--- config.mk ---
export PLATFORM = sky130hd
export DESIGN_NAME = config_chain_loader
export DESIGN_NICKNAME = d
export VERILOG_FILES = /design/src/rtl/config_chain_loader_pkg.sv /design/src/rtl/config_chain_loader_serializer.sv /design/src/rtl/config_chain_loader.sv
export SDC_FILE = /design/constraint.sdc
export NUM_CORES = 1
export LEC_CHECK = 0
export ABC_CLOCK_PERIOD_IN_PS = 2420
export CAP_MARGIN = 25
export CORE_MARGIN = 1
export CORE_UTILIZATION = 30
export DETAILED_ROUTE_END_ITERATION = 10
export PLACE_DENSITY = 0.5
export SKIP_CTS_REPAIR_TIMING = 1
export SYNTH_ARGS = -nofsm -noshare
export SYNTH_HDL_FRONTEND = slang
export SYNTH_SLANG_ARGS = --single-unit
--- constraint.sdc ---
create_clock -name prog_clk -period 2.42 [get_ports prog_clk]
set_clock_uncertainty 0.15 [all_clocks]
set_input_delay 0.242 -clock prog_clk [delete_from_list [all_inputs] [get_ports prog_clk]]
set_output_delay 0.242 -clock prog_clk [all_outputs]
set_load 0.03 [all_outputs]
--- src/rtl/config_chain_loader_pkg.sv ---
// Shared types and default sizing for the configuration chain loader.
package config_chain_loader_pkg;

  localparam int unsigned DefChainLen = 1024;
  localparam int unsigned DefWordW    = 8;

  typedef enum logic [1:0] {
    StIdle   = 2'd0,
    StFetch  = 2'd1,
    StShift  = 2'd2,
    StFinish = 2'd3
  } state_e;

endpackage

--- src/rtl/config_chain_loader_serializer.sv ---
// One-word MSB-first serializer: shift register plus in-word bit counter.
module config_chain_loader_serializer #(
  parameter int unsigned WORD_W = 8
) (
  input  logic              i_clk,
  input  logic              i_rst_n,
  input  logic              i_clear,
  input  logic              i_load,
  input  logic              i_shift,
  input  logic [WORD_W-1:0] i_data,
  output logic              o_msb,
  output logic              o_last
);

  localparam int unsigned BitCntW = $clog2(WORD_W);

  logic [WORD_W-1:0]  r_sreg;
  logic [BitCntW-1:0] r_bit_cnt;

  // A load in the same cycle as the final shift of the old word replaces it (no-bubble reload).
  always_ff @(posedge i_clk or negedge i_rst_n) begin
    if (!i_rst_n) begin
      r_sreg    <= '0;
      r_bit_cnt <= '0;
    end else if (i_clear) begin
      r_sreg    <= '0;
      r_bit_cnt <= '0;
    end else if (i_load) begin
      r_sreg    <= i_data;
      r_bit_cnt <= '0;
    end else if (i_shift) begin
      r_sreg    <= {r_sreg[WORD_W-2:0], 1'b0};
      r_bit_cnt <= r_bit_cnt + BitCntW'(1);
    end
  end

  assign o_msb  = r_sreg[WORD_W-1];
  assign o_last = (r_bit_cnt == BitCntW'(WORD_W - 1));

endmodule

--- src/rtl/config_chain_loader.sv ---
// Bitstream loader: takes words over valid/ready and shifts exactly CHAIN_LEN bits into a
// configuration scan chain, reporting busy/done/loaded status.
module config_chain_loader
  import config_chain_loader_pkg::*;
#(
  parameter int unsigned CHAIN_LEN = DefChainLen,
  parameter int unsigned WORD_W    = DefWordW,
  parameter int unsigned CNT_W     = $clog2(CHAIN_LEN + 1)
) (
  input  logic              prog_clk,
  input  logic              prog_rst_n,
  input  logic              start,
  input  logic              abort,
  input  logic [WORD_W-1:0] cfg_data,
  input  logic              cfg_valid,
  output logic              cfg_ready,
  output logic              prog_in_o,
  output logic              prog_en_o,
  output logic              busy,
  output logic              done,
  output logic              cfg_loaded,
  output logic [CNT_W-1:0]  bits_left
);

  state_e           r_state, w_state_next;
  logic [CNT_W-1:0] r_bits_left;
  logic             r_prog_in, r_prog_en, r_done, r_loaded;
  logic             w_transfer, w_shift_go, w_start_go, w_last_chain_bit;
  logic             w_word_last, w_msb;

  assign w_last_chain_bit = (r_bits_left == CNT_W'(1));
  assign w_shift_go       = (r_state == StShift) && !abort;
  assign w_start_go       = (r_state == StIdle) && start && !abort;
  assign w_transfer       = cfg_valid && cfg_ready;

  config_chain_loader_serializer #(
    .WORD_W (WORD_W)
  ) u_serializer (
    .i_clk   (prog_clk),
    .i_rst_n (prog_rst_n),
    .i_clear (abort),
    .i_load  (w_transfer),
    .i_shift (w_shift_go),
    .i_data  (cfg_data),
    .o_msb   (w_msb),
    .o_last  (w_word_last)
  );

  always_ff @(posedge prog_clk or negedge prog_rst_n) begin
    if (!prog_rst_n) begin
      r_state <= StIdle;
    end else begin
      r_state <= w_state_next;
    end
  end

  always_comb begin
    w_state_next = r_state;
    if (abort) begin
      w_state_next = StIdle;
    end else begin
      unique case (r_state)
        StIdle:   if (start) w_state_next = StFetch;
        StFetch:  if (cfg_valid) w_state_next = StShift;
        StShift: begin
          if (w_last_chain_bit) begin
            w_state_next = StFinish;
          end else if (w_word_last) begin
            w_state_next = cfg_valid ? StShift : StFetch;
          end
        end
        StFinish: w_state_next = StIdle;
      endcase
    end
  end

  // Ready on the final bit of a word only when more chain bits remain, so no surplus is taken.
  always_comb begin
    cfg_ready = 1'b0;
    busy      = 1'b1;
    unique case (r_state)
      StIdle:   busy = 1'b0;
      StFetch:  cfg_ready = !abort;
      StShift:  cfg_ready = !abort && w_word_last && !w_last_chain_bit;
      StFinish: cfg_ready = 1'b0;
    endcase
  end

  always_ff @(posedge prog_clk or negedge prog_rst_n) begin
    if (!prog_rst_n) begin
      r_prog_en   <= 1'b0;
      r_prog_in   <= 1'b0;
      r_done      <= 1'b0;
      r_loaded    <= 1'b0;
      r_bits_left <= '0;
    end else begin
      r_prog_en <= w_shift_go;
      r_prog_in <= w_shift_go & w_msb;
      r_done    <= (r_state == StFinish) && !abort;
      if (abort) begin
        r_bits_left <= '0;
        r_loaded    <= 1'b0;
      end else if (w_start_go) begin
        r_bits_left <= CNT_W'(CHAIN_LEN);
        r_loaded    <= 1'b0;
      end else begin
        if (w_shift_go) r_bits_left <= r_bits_left - CNT_W'(1);
        if (r_state == StFinish) r_loaded <= 1'b1;
      end
    end
  end

  assign prog_en_o  = r_prog_en;
  assign prog_in_o  = r_prog_in;
  assign done       = r_done;
  assign cfg_loaded = r_loaded;
  assign bits_left  = r_bits_left;

endmodule

======== Word level (Yosys, flattened, before mapping) ========
Index checks and enable logic that the tools add are counted.
cells by class
  $add $sub $neg .......................... 2
  bitwise gates (word level) .............. 1
  equal/unequal tests ..................... 8
  muxes and demuxes ....................... 21
  reduce and logical (&&, ||, !) cells .... 14
operators with widths
  kind                   number
  $mux 11                3
  $mux 8                 3
  $mux 2                 6
  $eq 11x1->1 const B    1
  $sub 11x1->11 const B  1
  $mux 3                 3
  $reduce_bool 3->1      3
  $pmux 2 s4             1
  $logic_and 1x1->1      7
  $ne 3x3->1 const B     2
  $eq 2x2->1 const B     2
  $mux 1                 4
  $ne 4x4->1 const B     1
  $add 3x1->3 const B    1
  $eq 3x3->1 const B     1
  $reduce_and 3->1       1
  $eq 2x1->1 const B     1
  $logic_not 1->1        2
  $logic_not 2->1        1
  $pmux 1 s2             1
  $and 1x1->1            1
storage, ports and cells
  bits in registers ....................... 28
  logic and storage cells ................. 54
  input port bits ......................... 13
  output and inout bits ................... 17

======== Depth between registers and ports, before layout ========
Gate-level depths: netlist of run 1.
  word-level depth ........................ 7
  gate-level depth with buffers ........... 7
  mapped depth without buffers ............ 6

======== By module ========
From an unflattened synthesis of run 1, not the netlist that was laid out.
second synthesis, totals
  cells, all modules ...................... 143
  area, all modules ....................... 1,511.4 µm²
modules (own cells, without submodules)
  module                          cells each  area an instance (µm²)  sequential area each (µm²)  times used
  config_chain_loader             96          959.7                   425.4                       1
  config_chain_loader_serializer  47          551.8                   275.3                       1

======== Worst setup path after synthesis of run 1 ========
OpenSTA, ideal clock, no wires.
  kind .................................... register to register
  start point ............................. register r_bits_left[0], in the netlist bits_left[0]
  end point ............................... register u_serializer.r_sreg[0]
  arrival time ............................ 2.002 ns
  period minus slack after synthesis ...... 2.277 ns
  data required time ...................... 2.145 ns
  path slack .............................. 0.143 ns
  library setup time ...................... 0.125 ns
  stages on the path, launching flop included .. 7
  path buffers ............................ 1
  cell sequence ........................... dfrtp_1 -> ha_1 -> or3b_2 -> a2111oi_4 -> nor4b_2 -> buf_6 -> mux2_4
between the ends
  cells in the longest elaborated chain, start to end .. 7
  elaborated cells between the ends (all ways) .. 8
  classes of those cells .................. eq/ne (1); mux (3); reduce/logical (4)
RTL lines
  item                    RTL line                              source
  start, declared         config_chain_loader.sv:26             logic [CNT_W-1:0] r_bits_left;
  start signal, assigned  config_chain_loader.sv:104            r_bits_left <= CNT_W'(CHAIN_LEN);
  start signal, assigned  config_chain_loader.sv:107            if (w_shift_go) r_bits_left <= r_bits_left - CNT_W'(1);
  $eq 11x1->1 (*)         config_chain_loader.sv:31             assign w_last_chain_bit = (r_bits_left == CNT_W'(1));
  $logic_not 1->1 (*)     config_chain_loader.sv:84             StShift: cfg_ready = !abort && w_word_last && !w_last_chain_bit;
  $logic_and 1x1->1 (*)   config_chain_loader.sv:84
  $pmux 1 s2 (*)          config_chain_loader.sv:81             unique case (r_state)
  $logic_and 1x1->1 (*)   config_chain_loader.sv:34             assign w_transfer = cfg_valid && cfg_ready;
  $mux 8                  config_chain_loader_serializer.sv:28  end else if (i_load) begin
  $mux 8                  config_chain_loader_serializer.sv:25  end else if (i_clear) begin
  end signal, assigned    config_chain_loader_serializer.sv:29  r_sreg <= i_data;
  end signal, assigned    config_chain_loader_serializer.sv:32  r_sreg <= {r_sreg[WORD_W-2:0], 1'b0};
  end, declared           config_chain_loader_serializer.sv:17  logic [WORD_W-1:0] r_sreg;
Mark *: on every way between the ends. The rest lies on a longest branch, timed or not.
A chain may end at the register's enable or synchronous reset.

======== Worst setup path in the final report of run 1 ========
  start point ............................. register r_state[0]
  end point ............................... register u_serializer.r_sreg[4]
between the ends
  cells in the longest elaborated chain, start to end .. 5
  elaborated cells between the ends (all ways) .. 8
  classes of those cells .................. eq/ne (2); mux (3); reduce/logical (3)
RTL lines
  item                                      RTL line                                              source
  start, declared                           config_chain_loader.sv:25                             state_e r_state, w_state_next;
  start signal, assigned                    config_chain_loader.sv:51                             r_state <= StIdle;
  start signal, assigned                    config_chain_loader.sv:53                             r_state <= w_state_next;
  $eq 2x2->1 or $eq 2x1->1 (tied branches)  config_chain_loader.sv:32, config_chain_loader.sv:81
  $pmux 1 s2                                config_chain_loader.sv:81
  $logic_and 1x1->1                         config_chain_loader.sv:34
  $mux 8                                    config_chain_loader_serializer.sv:28
  $mux 8                                    config_chain_loader_serializer.sv:25
Several ways; a longest one is shown, not always the timed one.

==> results of run 1 <==
## metrics by stage
step,setup slack [ps],total power [mW]
CTS,41.41,1.664
detailed placement,142.6,1.402
global route,0.8051,1.762
finish,109.8,1.644
global placement,212.9,1.385
floorplan,142.8,1.141
## synth_stat cells, types with 2 or more instances
master / number
a21oi_1: 6
buf_2: 2
clkbuf_1: 3
dfrtp_1: 28
ha_1: 8
inv_1: 6
mux2_4: 7
mux2i_1: 9
nand2_1: 6
nand3_1: 2
nor2_1: 17
nor2b_1: 4
nor3_1: 6
nor3b_1: 2
nor4_1: 2
o21ai_0: 3
or3_1: 2
xnor2_1: 6
xor2_1: 2
## sequential cells by signal, summed over array words and instances (netlist names)
name / flops
prog_en_o: 1
u_serializer.r_bit_cnt: 3
bits_left: 11
done: 1
prog_in_o: 1
cfg_loaded: 1
r_state: 2
u_serializer.r_sreg: 8
## area by class of cell
class | instances | area (µm²) | share of cell area
multi-input cells | 99 | 775.7 | 0.3919
inverters | 6 | 22.52 | 0.01138
clock buffers | 3 | 41.29 | 0.02086
flip-flops and latches | 28 | 700.7 | 0.3540
well taps | 67 | 83.83 | 0.04235
repair buffers | 38 | 355.3 | 0.1795
## routing by layer
metal	wire length (µm)	up-vias	track usage	share of wire
li1	-	556	-	-
met1	1477	528	0.1667	0.47
met2	1521	17	0.2191	0.48
met3	106	2	0.02058	0.034
met4	34	0	0.05128	0.011
met5	0	-	0	0
## worst paths after layout
kind                            slack [ps]                    from                endpoint  cells past startpoint
max in group asynchronous             1660              prog_rst_n            bits_left[2]                      2
worst min-delay path                   190              prog_rst_n              r_state[1]                      2
worst max register to register         110              r_state[0]  u_serializer.r_sreg[4]                      8
worst min register to register         340  u_serializer.r_sreg[7]               prog_in_o                      1
worst max-delay path                   110              r_state[0]  u_serializer.r_sreg[4]                      8
min in group prog_clk                  340  u_serializer.r_sreg[7]               prog_in_o                      1
## cell usage in the layout, fill, tap and decap left out, types with 5 or more instances in the layout
cell type,Yosys,final
mux2_4,7,7
clkdlybuf4s50_1,0,28
xnor2_1,6,6
nor3_1,6,6
buf_4,0,10
dfrtp_1,28,28
nor2_1,17,17
inv_1,6,5
nand2_1,6,6
ha_1,8,8
a21oi_1,6,6
mux2i_1,9,9
## logic make-up (layout without fill, tap and decap cells)
kind of cell    after synthesis  after routing  synth area share
buf+inv                      13             47           0.03843
simple gates                 50             50            0.1782
xor+xnor                      8              8           0.04579
compound gates               16             16           0.07932
fa+ha+maj                     8              8           0.06542
flops                        28             28            0.4579
mux                          17             17            0.1349
## worst max-delay path, cell delays in order, from the launching register on
cell	delay, ps
dfrtp_1	410
inv_1	90
ha_1	270
nor2b_2	210
a2111oi_4	100
buf_4	150
nor4b_2	200
buf_4	260
mux2_2	350
## power by group through the flow
| stage | Clock (mW) | Sequential (mW) | Combinational, mW |
|---|---|---|---|
| floorplan | 0 | 0.685 | 0.456 |
| global placement | 0 | 0.614 | 0.771 |
| detailed placement | 0 | 0.620 | 0.781 |
| CTS | 0.268 | 0.610 | 0.785 |
| global route | 0.287 | 0.622 | 0.853 |
| finish | 0.250 | 0.610 | 0.783 |
==> run_results.csv, run 1 <==
group,metric,value,unit
global_route,track_usage,0.1300,
cells_and_area,final_core_util,0.4109,
detailed_routing,num_vias,1103,
detailed_routing,post-route-drc-count,0,
timing,final_hold_viol_count,0,
cts,insertion_delay,270,ps
cells_and_area,fin_nets,197,
critical_path,required,2430,ps
die,start_util,0.3177,
place,place_area,1926,µm²
logic_synthesis,synth_edf_count,0,
pwr,intPower,1.010,mW
cts,htreeDepth,1,
critical_path,cp_max_fo,11,
global_route,grt_start_max_net_pins,29,
detailed_routing,drtIter0Drc,31,
pwr,p_switching,0.6338,mW
place,io_buffers,29,
logic_synthesis,synth_area_leader_cell,"dfrtp_1",
cts,cts_tree,"yes",
pwr,clockPowerShare,0.152,
die,die_x,73.42,µm
timing,slew_viol_final,0,
timing,fin_crit_sh,0.9546,
cells_and_area,syn2layout_area_growth,29.35,%
die,design.core.area,4817,µm²
global_route,antenna_found_initial,0,
detailed_routing,wirelength,3141,µm
pwr,combPwrFrac,0.477,
cts,cts_max_path_buffers,2,
cells_and_area,fin_area,1979,µm²
logic_synthesis,synth_ff_type,"dfrtp_1",
detailed_routing,routedWlPerCell,13.03,µm
critical_path,critPathLaunchType,"flop",
timing,finalCriticalPeriod,2310,ps
global_route,grt_pass1_wl,5292,µm
logic_synthesis,synthesis.nets,161,
timing,slew_headroom,0.6679,
global_route,grt.overflow.total,0,
timing,fin_tns_setup,0,ps
cts,cts_root_buffer,"clkbuf_8",
die,dieArea,5391,µm²
cts,clock_sinks,28,
logic_synthesis,ys_seq_elements,28,
detailed_routing,firstDrtPassIters,4,
logic_synthesis,netlist.area_leader.share,0.4579,
critical_path,path_class,"reg -> reg",
logic_synthesis,syn_avg_cell_area,10.93,µm²
detailed_routing,vias_per_cell,4.577,
timing,fmax,0.4329,GHz
cells_and_area,drive_gt1_frac,0.1609,
critical_path,end_kind,"flop",
place,gp_congestion,0.7748,
logic_synthesis,ys_top_cells_by_area,"dfrtp_1 (46%), mux2_4 (6.9%), ha_1 (6.5%)",
timing,grt_setup_unrepaired,"no",
pwr,pwr-share-seq,0.371,
global_route,grt_pass1_vias,1139,
cells_and_area,fillers,497,
cells_and_area,final_cells,241,
pwr,peakVddDrop,0.0002617,V
die,io_pins,30,
detailed_routing,detail-route-antenna-nets,0,
place,hpwl,2363,µm
min_path,holdCritPathClass,"in -> async",
job,maxCapViolCount,0,
logic_synthesis,synth_async_sr_flop_share,1.000,
logic_synthesis,synth.yosys.warnings,0,
cts,cts_buffers,3,
die,fp.dieH,73.42,µm
critical_path,crit_arrival,2320,ps
timing,tightest_slew,493.9,ps
cts,path_clk_slew,90,ps
die,placementRows,25,
pwr,power_density,830.5,nW/µm²
logic_synthesis,synth_area,1530,µm²
pwr,sw_frac_of_total,0.3855,
cells_and_area,n_antenna_cell,0,
timing,whs,193.6,ps
timing,setup_viol,0,
status,status,"complete, no violations",
place,post-place-cells,237,
pwr,leakage,0.8418,nW
logic_synthesis,synth_seq_area_share,0.4579,
logic_synthesis,synth_cell_types,38,
logic_synthesis,syn_inst,140,
Power figures use the tool's default switching activity.
==> run 2, diff against run 1 <==
--- a/config.mk
+++ b/config.mk
@@ -7,9 +7,10 @@
 export LEC_CHECK = 0
 export ABC_CLOCK_PERIOD_IN_PS = 2420
 export CAP_MARGIN = 25
-export CORE_MARGIN = 1
+export CORE_MARGIN = 2
 export CORE_UTILIZATION = 30
 export DETAILED_ROUTE_END_ITERATION = 10
+export MAX_ROUTING_LAYER = met4
 export PLACE_DENSITY = 0.5
 export SKIP_CTS_REPAIR_TIMING = 1
 export SYNTH_ARGS = -nofsm -noshare
==> run 2 against run 1 <==
Via count up 3.9%; critical path depth down 2; final area up 1.6%; combinational power up 2%; clock power up 16%; first-iteration DRC count down 26%; register-to-register slack better by 70 ps; highest routed layer unchanged.
==> run_results.csv, run 2 (synthesis results as in run 1) <==
group,metric,value,unit
cells_and_area,fin_nets,199,
critical_path,required,2030,ps
cells_and_area,syn2layout_area_growth,31.48,%
min_path,holdCritPathClass,"in -> async",
job,maxCapViolCount,0,
pwr,pwr-share-seq,0.359,
critical_path,end_kind,"output port",
die,start_util,0.3177,
pwr,power,1.697,mW
critical_path,rr_endpoint,"u_serializer.r_sreg[4]",
pwr,combPwrFrac,0.471,
timing,tightest_slew,474.0,ps
cells_and_area,seq_area,701.9,µm²
timing,slew_headroom,0.6840,
critical_path,path_class,"reg -> out",
cells_and_area,multi_input_area,778.2,µm²
timing,fin_crit_sh,0.9578,
detailed_routing,routedWlPerCell,12.92,µm
cts,insertion_delay,270,ps
cells_and_area,largest_reg_flops,11,
status,status,"complete, no violations",
global_route,globalRouteMet1Util,0.1794,
timing,setup_viol,0,
global_route,antenna_found_initial,0,
cts,cts_max_path_buffers,2,
cts,clock_sinks,28,
timing,fmax,0.4314,GHz
global_route,grt_start_max_net_pins,29,
cts,path_clk_slew,90,ps
critical_path,reg2reg_from,"r_state[0]",
cts,cts_buffers,3,
critical_path,crit_arrival,1930,ps
critical_path,cp_max_fo,4,
global_route,grtUsageMet3,0.01984,
detailed_routing,drtIter0Drc,23,
cts,cts_tree,"yes",
global_route,track_usage,0.1277,
cells_and_area,fin_area,2012,µm²
die,fp.dieH,75.42,µm
cells_and_area,mostFrequentLayoutCells,"clkdlybuf4s50_1 (28), dfrtp_1 (27), nor2_1 (17)",
pwr,sw_frac_of_total,0.3805,
detailed_routing,detail-route-antenna-nets,0,
cells_and_area,fillers,479,
global_route,grt_pass1_vias,1108,
pwr,power_density,843.6,nW/µm²
pwr,leakage,0.8577,nW
die,placementRows,25,
critical_path,ff2ff_path_depth,7,
die,design.core.area,4817,µm²
place,hpwl,2337,µm
timing,final_hold_viol_count,0,
detailed_routing,wirelength,3153,µm
die,io_pins,30,
detailed_routing,firstDrtPassIters,4,
cts,cts_root_buffer,"clkbuf_8",
cells_and_area,drive_gt1_frac,0.1808,
detailed_routing,post-route-drc-count,0,
place,place_area,1926,µm²
cells_and_area,final_common_cell,"clkdlybuf4s50_1",
die,dieArea,5688,µm²
timing,slew_viol_final,0,
pwr,p_switching,0.6459,mW
critical_path,cp-startpoint,"bits_left[1]",
global_route,grt.overflow.total,0,
detailed_routing,vias_per_cell,4.697,
cts,htreeDepth,1,
place,io_buffers,29,
pwr,clockPowerShare,0.170,
global_route,grt_pass1_wl,5402,µm
timing,finalCriticalPeriod,2318,ps
global_route,top_usage_layer,"met2",
pwr,intPower,1.051,mW
cells_and_area,n_antenna_cell,0,
detailed_routing,num_vias,1146,
pwr,peakVddDrop,0.0002778,V
critical_path,ff2ff_setup_slack,180,ps
critical_path,critPathLaunchType,"flop",
global_route,grt_util_met2,0.1923,
die,die_x,75.42,µm
place,gp_congestion,0.7734,
[run 2: cell types whose count changed in the layout (fill, tap and decap cells not counted), sizes merged]
cell,previous run,this run
buf,10,12
clkbuf,3,4
[run 2: worst max-delay path by stage]
stage               slack (ps)                     end  cells past startpoint
global placement           210  u_serializer.r_sreg[1]                      7
global route              -0.4               cfg_ready                      6
detailed placement         180  u_serializer.r_sreg[3]                      7
CTS                         30               cfg_ready                      6
finish                     100               cfg_ready                      6
floorplan                  140  u_serializer.r_sreg[0]                      6
[run 2: power by group through the flow]
| stage | clock network (mW) | logic, mW | registers [mW] |
|---|---|---|---|
| 6_report | 0.289 | 0.800 | 0.609 |
| 5_1_grt | 0.319 | 0.872 | 0.621 |
| 4_1_cts | 0.304 | 0.790 | 0.610 |
| 3_5_place_dp | 0 | 0.787 | 0.619 |
| 3_3_place_gp | 0 | 0.770 | 0.614 |
| 2_1_floorplan | 0 | 0.456 | 0.685 |
[run 2: routing by layer]
metal / wire length (µm) / up-vias
met2: 1515 / 17
li1: - / 559
met5: 0 / -
met3: 84 / 4
met4: 32 / 0
met1: 1520 / 566
[run 2: stage by stage]
| step | util | cells | hold WS, ps | TNS, ps | setup slack [ps] |
|---|---|---|---|---|---|
| 3_3_place_gp | 0.3997 | 237 | 318.5 | 0 | 211.4 |
| 6_report | 0.4177 | 244 | 186.6 | 0 | 102.1 |
| 5_1_grt | 0.4177 | 244 | 235.5 | -0.3872 | -0.3872 |
| 3_5_place_dp | 0.3997 | 237 | 327.8 | 0 | 178.2 |
| 2_1_floorplan | - | 140 | -203.6 | 0 | 142.8 |
| 4_1_cts | 0.4112 | 241 | 197.0 | 0 | 30.55 |
[run 2: area by class of cell]
| type | count | share of cell area |
|---|---|---|
| Sequential cell | 28 | 0.3489 |
| Tap cell | 67 | 0.04167 |
| Multi-Input combinational cell | 99 | 0.3868 |
| Timing Repair Buffer | 40 | 0.1841 |
| Inverter | 6 | 0.01119 |
| Clock buffer | 4 | 0.02736 |
[run 2: critical path: stages (launching register included)]
cell and delay (ps):
dfrtp_1 420, inv_2 70, ha_1 130, or3b_4 400
a2111oi_4 350, nor3b_2 100, buf_4 180
==> run 3, diff against run 2 <==
--- a/config.mk
+++ b/config.mk
@@ -10,6 +10,7 @@
 export CORE_MARGIN = 2
 export CORE_UTILIZATION = 30
 export DETAILED_ROUTE_END_ITERATION = 10
+export HOLD_SLACK_MARGIN = 0.12
 export MAX_ROUTING_LAYER = met4
 export PLACE_DENSITY = 0.5
 export SKIP_CTS_REPAIR_TIMING = 1
==> results of run 3 <==
No change in the layout: final DEF, timing and power equal those of run 2.
